[config.mk]
export PLATFORM = sky130hd
export DESIGN_NAME = fpu_mul_pipe
export DESIGN_NICKNAME = d
export VERILOG_FILES = /design/src/rtl/fpu_pkg.sv /design/src/rtl/fpu_round_pack.sv /design/src/rtl/fpu_mul_pipe.sv
export SDC_FILE = /design/constraint.sdc
export NUM_CORES = 2
export LEC_CHECK = 0
export CAP_MARGIN = 20
export CORE_ASPECT_RATIO = 1.5
export CORE_UTILIZATION = 40
export DETAILED_ROUTE_END_ITERATION = 12
export PLACE_DENSITY_LB_ADDON = 0.3
export SLEW_MARGIN = 30
export SYNTH_ARGS = -nofsm -noshare
export SYNTH_HDL_FRONTEND = slang
export SYNTH_SLANG_ARGS = --single-unit
export TNS_END_PERCENT = 5
[constraint.sdc]
create_clock -name i_clk -period 10.2 [get_ports i_clk]
set_input_delay 2.04 -clock i_clk [delete_from_list [all_inputs] [get_ports i_clk]]
set_output_delay 2.04 -clock i_clk [all_outputs]
set_load 0.02 [all_outputs]
[src/rtl/fpu_pkg.sv]
// Shared FPU definitions: rounding-mode codes, flag bit positions and
// IEEE-754 format derivation helpers.
package fpu_pkg;

  localparam logic [2:0] RM_RNE = 3'd0;
  localparam logic [2:0] RM_RNA = 3'd1;
  localparam logic [2:0] RM_RTP = 3'd2;
  localparam logic [2:0] RM_RTN = 3'd3;
  localparam logic [2:0] RM_RTZ = 3'd4;

  localparam int unsigned FLAG_WIDTH     = 4;
  localparam logic [1:0]  FLAG_INVALID   = 2'd3;
  localparam logic [1:0]  FLAG_OVERFLOW  = 2'd2;
  localparam logic [1:0]  FLAG_UNDERFLOW = 2'd1;
  localparam logic [1:0]  FLAG_INEXACT   = 2'd0;

  function automatic int unsigned exp_width(input int unsigned bit_width);
    return (bit_width == 64) ? 32'd11 : 32'd8;
  endfunction

  function automatic int unsigned sgn_width(input int unsigned bit_width);
    return (bit_width == 64) ? 32'd53 : 32'd24;
  endfunction

  function automatic int unsigned exp_bias(input int unsigned bit_width);
    return (32'd1 << (exp_width(bit_width) - 32'd1)) - 32'd1;
  endfunction

endpackage

[src/rtl/fpu_round_pack.sv]
// Round, range-check and pack a normalised significand into an IEEE-754 word.
// Purely combinational so any FPU pipeline can register it as its last stage.
module fpu_round_pack
  import fpu_pkg::*;
#(
  parameter int unsigned BIT_WIDTH = 32,
  localparam int unsigned EW = exp_width(BIT_WIDTH),
  localparam int unsigned SW = sgn_width(BIT_WIDTH),
  localparam int unsigned MW = SW - 1
) (
  input  logic                   i_sign,
  input  logic signed [EW+1:0]   i_exp,
  input  logic [MW-1:0]          i_mant,
  input  logic                   i_guard,
  input  logic                   i_sticky,
  input  logic [2:0]             i_mode,
  input  logic                   i_special,
  input  logic [BIT_WIDTH-1:0]   i_special_val,
  input  logic [FLAG_WIDTH-1:0]  i_special_flags,
  output logic [BIT_WIDTH-1:0]   o_result_c,
  output logic [FLAG_WIDTH-1:0]  o_flags_c
);

  localparam int unsigned EMAX = (32'd1 << EW) - 32'd1;

  logic                 w_inexact;
  logic                 w_inc;
  logic [MW:0]          w_sum;
  logic signed [EW+1:0] w_exp;
  logic                 w_ovf;
  logic                 w_unf;
  logic [BIT_WIDTH-1:0] w_inf;
  logic [BIT_WIDTH-1:0] w_max;

  always_comb begin
    w_inexact = i_guard | i_sticky;
    w_inc     = 1'b0;
    case (i_mode)
      RM_RNA:  w_inc = i_guard;
      RM_RTP:  w_inc = w_inexact & ~i_sign;
      RM_RTN:  w_inc = w_inexact & i_sign;
      RM_RTZ:  w_inc = 1'b0;
      default: w_inc = i_guard & (i_sticky | i_mant[0]);
    endcase
    // A carry out of the mantissa leaves it all-zero: just bump the exponent.
    w_sum = {1'b0, i_mant} + (MW+1)'(w_inc);
    w_exp = i_exp + $signed((EW+2)'(w_sum[MW]));
    w_ovf = (w_exp >= $signed((EW+2)'(EMAX)));
    w_unf = (w_exp < $signed((EW+2)'(1)));
    w_inf = {i_sign, {EW{1'b1}}, {MW{1'b0}}};
    w_max = {i_sign, {(EW-1){1'b1}}, 1'b0, {MW{1'b1}}};
  end

  always_comb begin
    o_result_c              = {i_sign, w_exp[EW-1:0], w_sum[MW-1:0]};
    o_flags_c               = '0;
    o_flags_c[FLAG_INEXACT] = w_inexact;
    if (i_special) begin
      o_result_c = i_special_val;
      o_flags_c  = i_special_flags;
    end else if (w_ovf) begin
      o_flags_c[FLAG_OVERFLOW] = 1'b1;
      o_flags_c[FLAG_INEXACT]  = 1'b1;
      case (i_mode)
        RM_RTZ:  o_result_c = w_max;
        RM_RTP:  o_result_c = i_sign ? w_max : w_inf;
        RM_RTN:  o_result_c = i_sign ? w_inf : w_max;
        default: o_result_c = w_inf;
      endcase
    end else if (w_unf) begin
      o_result_c                = {i_sign, {(BIT_WIDTH-1){1'b0}}};
      o_flags_c[FLAG_UNDERFLOW] = 1'b1;
      o_flags_c[FLAG_INEXACT]   = 1'b1;
    end
  end

endmodule

[src/rtl/fpu_mul_pipe.sv]
// Three-stage IEEE-754 multiplier (DAZ/FTZ) with valid/ready handshake and
// a sideband tag; the whole pipe stalls together under output backpressure.
module fpu_mul_pipe
  import fpu_pkg::*;
#(
  parameter int unsigned BIT_WIDTH = 32,
  parameter int unsigned TAG_WIDTH = 4
) (
  input  logic                  i_clk,
  input  logic                  i_reset,
  input  logic                  i_valid,
  output logic                  o_ready,
  input  logic [2:0]            i_mode,
  input  logic [BIT_WIDTH-1:0]  i_inputA,
  input  logic [BIT_WIDTH-1:0]  i_inputB,
  input  logic [TAG_WIDTH-1:0]  i_tag,
  output logic                  o_valid,
  input  logic                  i_ready,
  output logic [BIT_WIDTH-1:0]  o_output,
  output logic [TAG_WIDTH-1:0]  o_tag,
  output logic [3:0]            o_flags
);

  localparam int unsigned EW   = exp_width(BIT_WIDTH);
  localparam int unsigned SW   = sgn_width(BIT_WIDTH);
  localparam int unsigned MW   = SW - 1;
  localparam int unsigned PW   = 2 * SW;
  localparam int unsigned BIAS = exp_bias(BIT_WIDTH);
  localparam logic [BIT_WIDTH-1:0] QNAN = {1'b0, {EW{1'b1}}, 1'b1, {(MW-1){1'b0}}};

  logic w_advance;

  // S1: unpack, classify, multiply significands
  logic [EW-1:0]        w_exp_a, w_exp_b;
  logic [MW-1:0]        w_man_a, w_man_b;
  logic                 w_zero_a, w_zero_b, w_inf_a, w_inf_b;
  logic                 w_nan_a, w_nan_b, w_snan_a, w_snan_b, w_inf_zero;
  logic                 w_sign;
  logic [PW-1:0]        w_prod;
  logic signed [EW+1:0] w_exp_sum;
  logic                 w_special;
  logic [BIT_WIDTH-1:0] w_special_val;
  logic [3:0]           w_special_flags;

  logic                 r_s1_valid, r_s1_sign, r_s1_special;
  logic signed [EW+1:0] r_s1_exp;
  logic [PW-1:0]        r_s1_prod;
  logic [2:0]           r_s1_mode;
  logic [TAG_WIDTH-1:0] r_s1_tag;
  logic [BIT_WIDTH-1:0] r_s1_special_val;
  logic [3:0]           r_s1_special_flags;

  logic [PW-2:0]        w_norm;

  logic                 r_s2_valid, r_s2_sign, r_s2_special;
  logic signed [EW+1:0] r_s2_exp;
  logic [MW-1:0]        r_s2_mant;
  logic                 r_s2_guard, r_s2_sticky;
  logic [2:0]           r_s2_mode;
  logic [TAG_WIDTH-1:0] r_s2_tag;
  logic [BIT_WIDTH-1:0] r_s2_special_val;
  logic [3:0]           r_s2_special_flags;

  logic [BIT_WIDTH-1:0] w_result_c;
  logic [3:0]           w_flags_c;

  assign w_advance = ~o_valid | i_ready;
  assign o_ready   = w_advance;

  always_comb begin
    w_exp_a    = i_inputA[BIT_WIDTH-2 -: EW];
    w_exp_b    = i_inputB[BIT_WIDTH-2 -: EW];
    w_man_a    = i_inputA[MW-1:0];
    w_man_b    = i_inputB[MW-1:0];
    // Subnormals classify as zero: exponent field alone decides.
    w_zero_a   = (w_exp_a == '0);
    w_zero_b   = (w_exp_b == '0);
    w_inf_a    = (&w_exp_a) & ~(|w_man_a);
    w_inf_b    = (&w_exp_b) & ~(|w_man_b);
    w_nan_a    = (&w_exp_a) & (|w_man_a);
    w_nan_b    = (&w_exp_b) & (|w_man_b);
    w_snan_a   = w_nan_a & ~w_man_a[MW-1];
    w_snan_b   = w_nan_b & ~w_man_b[MW-1];
    w_inf_zero = (w_inf_a & w_zero_b) | (w_zero_a & w_inf_b);
    w_sign     = i_inputA[BIT_WIDTH-1] ^ i_inputB[BIT_WIDTH-1];
    w_prod     = PW'({1'b1, w_man_a}) * PW'({1'b1, w_man_b});
    w_exp_sum  = (EW+2)'(w_exp_a) + (EW+2)'(w_exp_b) - (EW+2)'(BIAS);
  end

  always_comb begin
    w_special       = 1'b0;
    w_special_val   = '0;
    w_special_flags = '0;
    if (w_nan_a | w_nan_b | w_inf_zero) begin
      w_special                     = 1'b1;
      w_special_val                 = QNAN;
      w_special_flags[FLAG_INVALID] = w_snan_a | w_snan_b | w_inf_zero;
    end else if (w_inf_a | w_inf_b) begin
      w_special     = 1'b1;
      w_special_val = {w_sign, {EW{1'b1}}, {MW{1'b0}}};
    end else if (w_zero_a | w_zero_b) begin
      w_special     = 1'b1;
      w_special_val = {w_sign, {(BIT_WIDTH-1){1'b0}}};
    end
  end

  // S2: bring the leading one of the [1,4) product to the top bit
  assign w_norm = r_s1_prod[PW-1] ? r_s1_prod[PW-2:0] : {r_s1_prod[PW-3:0], 1'b0};

  fpu_round_pack #(.BIT_WIDTH(BIT_WIDTH)) u_round_pack (
    .i_sign          (r_s2_sign),
    .i_exp           (r_s2_exp),
    .i_mant          (r_s2_mant),
    .i_guard         (r_s2_guard),
    .i_sticky        (r_s2_sticky),
    .i_mode          (r_s2_mode),
    .i_special       (r_s2_special),
    .i_special_val   (r_s2_special_val),
    .i_special_flags (r_s2_special_flags),
    .o_result_c      (w_result_c),
    .o_flags_c       (w_flags_c)
  );

  always_ff @(posedge i_clk) begin
    if (i_reset) begin
      r_s1_valid <= 1'b0;
      r_s2_valid <= 1'b0;
      o_valid    <= 1'b0;
      o_output   <= '0;
      o_tag      <= '0;
      o_flags    <= '0;
    end else if (w_advance) begin
      r_s1_valid <= i_valid;
      r_s2_valid <= r_s1_valid;
      o_valid    <= r_s2_valid;
      o_output   <= w_result_c;
      o_tag      <= r_s2_tag;
      o_flags    <= w_flags_c;
    end
  end

  // Datapath registers: contents are don't-care while the matching valid is low
  always_ff @(posedge i_clk) begin
    if (w_advance) begin
      r_s1_sign          <= w_sign;
      r_s1_exp           <= w_exp_sum;
      r_s1_prod          <= w_prod;
      r_s1_mode          <= i_mode;
      r_s1_tag           <= i_tag;
      r_s1_special       <= w_special;
      r_s1_special_val   <= w_special_val;
      r_s1_special_flags <= w_special_flags;
      r_s2_sign          <= r_s1_sign;
      r_s2_exp           <= r_s1_exp + $signed((EW+2)'(r_s1_prod[PW-1]));
      r_s2_mant          <= w_norm[PW-2 -: MW];
      r_s2_guard         <= w_norm[PW-2-MW];
      r_s2_sticky        <= |w_norm[PW-3-MW:0];
      r_s2_mode          <= r_s1_mode;
      r_s2_tag           <= r_s1_tag;
      r_s2_special       <= r_s1_special;
      r_s2_special_val   <= r_s1_special_val;
      r_s2_special_flags <= r_s1_special_flags;
    end
  end

endmodule

After elaboration in Yosys (flattened, before gate mapping) --
Index checks and enable logic that the tools add are counted.
Word-level totals: flip-flop bits (word level) 220, bits in latches 0, bits in writable memories 0, memory bits (read-only) 0, bits of input ports 75, output and inout bits 42, word-level logic and storage cells 90, memories 0
Cells by class: add/subtract/negate cells 5, $mul 1, divide/modulo/power cells 0, magnitude comparators 2, eq/ne operators 4, shifts and indexed selects 0, muxes and demuxes 17, bitwise logic cells 28, reductions and logical operators 8
Operators with widths (count):
- two-way mux 32 bit | 6
- case mux 32 bit (3 select lines) | 1
- OR reduction 23 bit | 3
- multiplier 24 x 24 -> 48 bit | 1
- two-way mux 47 bit | 1
- two-way mux 31 bit | 1
- adder 23 x 1 -> 24 bit | 1
- adder 10 x 2 -> 10 bit | 2
- zero test 8 bit | 2
- AND reduction 8 bit | 2
- AND 1 bit | 11
- greater-or-equal comparator 10 x 9 -> 1 bit, second input constant | 1
- less-than comparator 10 x 2 -> 1 bit, second input constant | 1
- bitwise OR 1 bit | 10
- subtractor 9 x 7 -> 10 bit, second input constant | 1
- adder 8 x 8 -> 9 bit | 1
- == test 3 x 2 -> 1 bit, second input constant | 2
- NOT 1 bit | 6
- two-way mux 1 bit | 5
- case mux 1 bit (4 select lines) | 1
- == test 3 x 1 -> 1 bit, second input constant | 1
- == test 3 bit, second input constant | 1
- two-way mux 3 bit | 1
- two-way mux 2 bit | 1
- other kinds (2) | 2

Longest topological paths before layout --
word-level depth 9, depth in mapped cells 27, gate-level depth less buffers 25

Modules after synthesis --
A second synthesis with hierarchy kept.
Second synthesis, totals: cells, all modules 2797, area total of the unflattened synthesis 26289.0 µm²
By module, submodules not included:
- fpu_mul_pipe | times used 1, cells an instance 2571, area each 24828.8 µm², seq. area each 4434.3 µm²
- fpu_round_pack | times used 1, cells an instance 226, area each 1460.2 µm², seq. area each 0.0 µm²

Least setup slack after synthesis --
OpenSTA, ideal clock, no wires.
path type input to register, start point in i_inputB[3], end point reg r_s1_prod[45] (data pin), library setup time 271 ps, arrival time 8047 ps, data required time 9929 ps, setup slack 1882 ps, stages 26, buffers on the path 1, cells stage by stage clkbuf_1 nand2_1 fa_1 inv_1 fa_1 inv_1 fa_1 inv_1 fa_1 inv_1 fa_1 inv_1 fa_1 inv_1 fa_1 inv_1 ha_1 a21o_1 a31oi_1 o22ai_1 or3_1 o21ai_2 o31ai_1 a31o_1 mux2i_1 o2111ai_1
On the way: longest elaborated chain between the ends 1
RTL lines:
- from (decl) | line fpu_mul_pipe.sv:15 | input logic [BIT_WIDTH-1:0] i_inputB,
- multiplier 24 x 24 -> 48 bit | line fpu_mul_pipe.sv:86 | w_prod = PW'({1'b1, w_man_a}) * PW'({1'b1, w_man_b});
- net w_prod[45] | line fpu_mul_pipe.sv:39 | logic [PW-1:0] w_prod;
- to (signal assigned) | line fpu_mul_pipe.sv:147 | r_s1_prod <= w_prod;
- to (decl) | line fpu_mul_pipe.sv:47 | logic [PW-1:0] r_s1_prod;
The timed path passes the listed nets, and every way through them passes these cells. A chain may end at the register's enable or synchronous reset.

Final worst setup path --
start point in i_inputB[4], end point reg r_s1_prod[45] (data pin)
The elaborated chain is that of the path after synthesis.

==> results.py <==
metrics = {
    "sta": {
        "drv_slew": 0,
        "max_slew_margin_pct": 37.5,
        "tightest_slew_ps": 934,
        "rsz0062_at_grt": "no",
        "fin_crit_ps": 9370,
        "fmax_ghz": 0.107,
        "finalHoldViolCount": 0,
        "setup_violations": 0,
        "fin_crit_sh_pct": 91.8,
        "fin_worst_skew_ps": 8.77,
        "tns_ps": 0,
    },
    "clock_network": {
        "cts_buffers": 17,
        "cts_htree_levels": 4,
        "clockBufferDepth": 2,
        "cts_root_buffer": "clkbuf_16",
        "clock-sinks": 162,
        "insertion_delay_ps": 430,
        "cts_tree": "yes",
        "cts_hold_buf": 0,
        "post_cts_resized": 0,
        "clkSlewWorstSetupHoldPaths_ps": 70,
        "post_cts_buffers": 0,
    },
    "synthesis": {
        "synth_area_per_cell_um2": 9.63,
        "syn_inst": 2699,
        "synth.distinct_cells": 84,
        "async_flop_share_pct": 0,
        "syn_area_um2": 26000,
        "yosys_most_used_dff": "edfxtp_1",
        "ys_ff_latch": 162,
        "yosysWarnings": 0,
        "synth_edf_count": 119,
        "synth_nets": 3452,
        "seq_area_frac_synth_pct": 17.1,
    },
    "setup_path": {
        "regToRegEndpoint": "o_output[22]",
        "worst-setup-path-type": "in2reg",
        "path_buf_inv": 7,
        "path_common_cell": "fa_1",
        "rr_startpoint": "r_s2_mode[0]",
        "worstSetupStartpointType": "primary input",
        "rrSetupSlack_ps": 4880,
        "critPathMaxFanout": 14,
        "required_ps": 10360,
        "worstPathArrival_ps": 9520,
        "path_delay_family": "adder cells",
        "endpoint_kind": "register",
        "critPathLaunch": "i_inputB[4]",
        "slowest_delay_ps": 1080,
        "cpMaxStageDelayCell": "clkdlybuf4s50_1",
        "reg2reg_depth": 24,
    },
    "floorplan": {
        "die_area_um2": 66000,
        "start_util_pct": 40.4,
        "io-pin-count": 117,
        "die_y_um": 314,
        "rows": 114,
        "core_area_um2": 64300,
        "fp.dieW_um": 210,
    },
    "drt": {
        "drtAntennaViolNets": 0,
        "drt-vias-per-instance": 5.09,
        "routed_wirelength_um": 69900,
        "vias": 18700,
        "dr.pass1.iters": 5,
        "post_drt_wl_per_cell_um": 19.1,
        "drt_iter0_drc": 899,
        "drc_errors": 0,
    },
    "layout": {
        "areaGrowthSynthToFinish_pct": 11.0,
        "antennaDiodeCount": 0,
        "drive_above_1_share_pct": 5.47,
        "nets": 3537,
    },
    "placed_design": {
        "place_hpwl_um": 59500,
        "place_congestion": 0.935,
        "io_buffers": 116,
    },
    "run": {
        "maxCapViolations": 0,
    },
    "status": {
        "status": "completed",
    },
    "hold_path": {
        "hold_class": "reg2reg",
        "hold_path_depth": 0,
        "hold_end": "r_s2_sign",
        "hp-start": "r_s1_sign",
    },
    "grt": {
        "grt_start_max_net_pins": 94,
        "grt_pass1_vias": 20800,
        "grt_first_pass_wirelength_um": 112000,
        "grt_overflow": 0,
        "groute.usage.overall_pct": 22.1,
        "antenna_found_initial": 0,
    },
}
cell type report:
cell class / count / area (um2)
clock buffers: 24 / 515
flip-flops and latches: 162 / 4430
well taps: 870 / 1090
clock inverters: 8 / 60.1
fillers: 6163 / 35500
multi-input cells: 1826 / 18800
inverters: 589 / 2210
repair buffers: 188 / 1710
through the flow:
step / instance area [um2] / setup slack (ps) / std cells / hold WS [ps] / utilization, %
after floorplan: 26000 / 1880 / 2699 / 400 / -
after global placement: 28300 / 569 / 3635 / 404 / 43.9
after detailed placement: 28300 / 423 / 3635 / 405 / 43.9
after CTS: 28800 / 889 / 3667 / 420 / 44.8
after global routing: 28800 / 521 / 3667 / 439 / 44.8
final: 28800 / 835 / 3667 / 418 / 44.8
worst max-delay path by stage:
stage | depth (start not counted) | slack, ps | to
6_report | 25 | 830 | r_s1_prod[45]
3_5_place_dp | 25 | 420 | r_s1_prod[45]
2_1_floorplan | 26 | 1880 | r_s1_prod[45]
5_1_grt | 24 | 520 | r_s1_prod[45]
4_1_cts | 25 | 890 | r_s1_prod[45]
3_3_place_gp | 25 | 570 | r_s1_prod[45]
synthesized netlist by cell type, types with 3 or more instances:
cell type    n  share of area (%)
o21ai_0     29               0.56
dfxtp_1     43                3.3
clkbuf_1   102                1.5
nor3_1      11               0.21
a211oi_1     6               0.17
xnor2_1     46                1.6
and2_1     261                6.3
a21oi_1     57                1.1
nand3_1     28               0.54
a22o_1      22               0.74
o31ai_1      3              0.087
edfxtp_1   119                 14
fa_1       483                 37
or3_1        5               0.12
and4_1       8               0.27
buf_2       10               0.19
xor2_1      39                1.3
nor3b_1      4               0.12
nand2_1    317                4.6
o21a_1       4               0.12
and3_1       8               0.19
inv_1      586                8.5
o211ai_1     3              0.087
ha_1       195                9.4
mux2_2      24                1.0
o21ai_1     22               0.42
nor4_1      21               0.51
a31oi_1     16               0.39
a22oi_1      7               0.20
a21oi_2      5               0.17
o21ai_2      3               0.10
or4_1        3              0.087
nor2_1      78                1.1
a21o_1      25               0.72
nand3b_1     3              0.087
nand4_1     19               0.46
buf_6        3               0.13
nor2b_1     15               0.36
nand2b_1     6               0.14
clkinv_1     3              0.043
o21bai_1     6               0.17
state kept, by name (all words and copies together), names as in the netlist, 3 cells and up:
signal            flops
r_s1_prod            48
r_s2_exp             10
r_s2_special_val      3
r_s1_exp             10
o_output             32
r_s1_special_val      3
r_s2_mant            23
r_s1_mode             3
r_s2_tag              4
r_s2_mode             3
r_s1_tag              4
o_flags               4
o_tag                 4
worst reg2reg max path, delay by kind of cell, from the launching register on:
kind,cells,cell delay [ps]
and+or+nand+nor,14,2710
adders and majority gates,4,1130
AOI/OAI and AO/OA,5,770
DFF,1,460
xor gates and xnor gates,1,190
cells by family (layout without fill, tap and decap cells):
family	count (synthesis)	in the layout	share of synthesized area (%)
buf+inv	711	809	10.5
simple gates	800	800	15.5
flops	162	162	17.1
compound gates	236	236	6.20
fa+ha+maj	678	678	46.6
xor+xnor	87	87	3.03
mux	25	25	1.08
cell usage in the layout, fill, tap and decap left out, drive strengths merged, types with 24 or more instances in the layout:
cell             n
edfxtp         119
fa             483
xor2            41
inv            594
a21o            25
and2           262
buf             72
mux2            24
dfxtp           43
clkbuf          24
a21oi           62
ha             195
clkdlybuf4s50  116
xnor2           46
o21ai           54
nor2            81
nand3           29
nand2          317
routing by layer:
| metal | track usage (%) | vias to the layer above | part of all wire (%) |
|---|---|---|---|
| li1 | - | 8432 | - |
| met1 | 23.7 | 9471 | 36 |
| met2 | 42.4 | 565 | 54 |
| met3 | 2.34 | 205 | 4.3 |
| met4 | 10.9 | 0 | 5.7 |
| met5 | 0 | - | 0 |
Power is left out: the tool's default activity adds up to more than one toggle a clock period on the data nets, which glitch-free logic cannot reach.
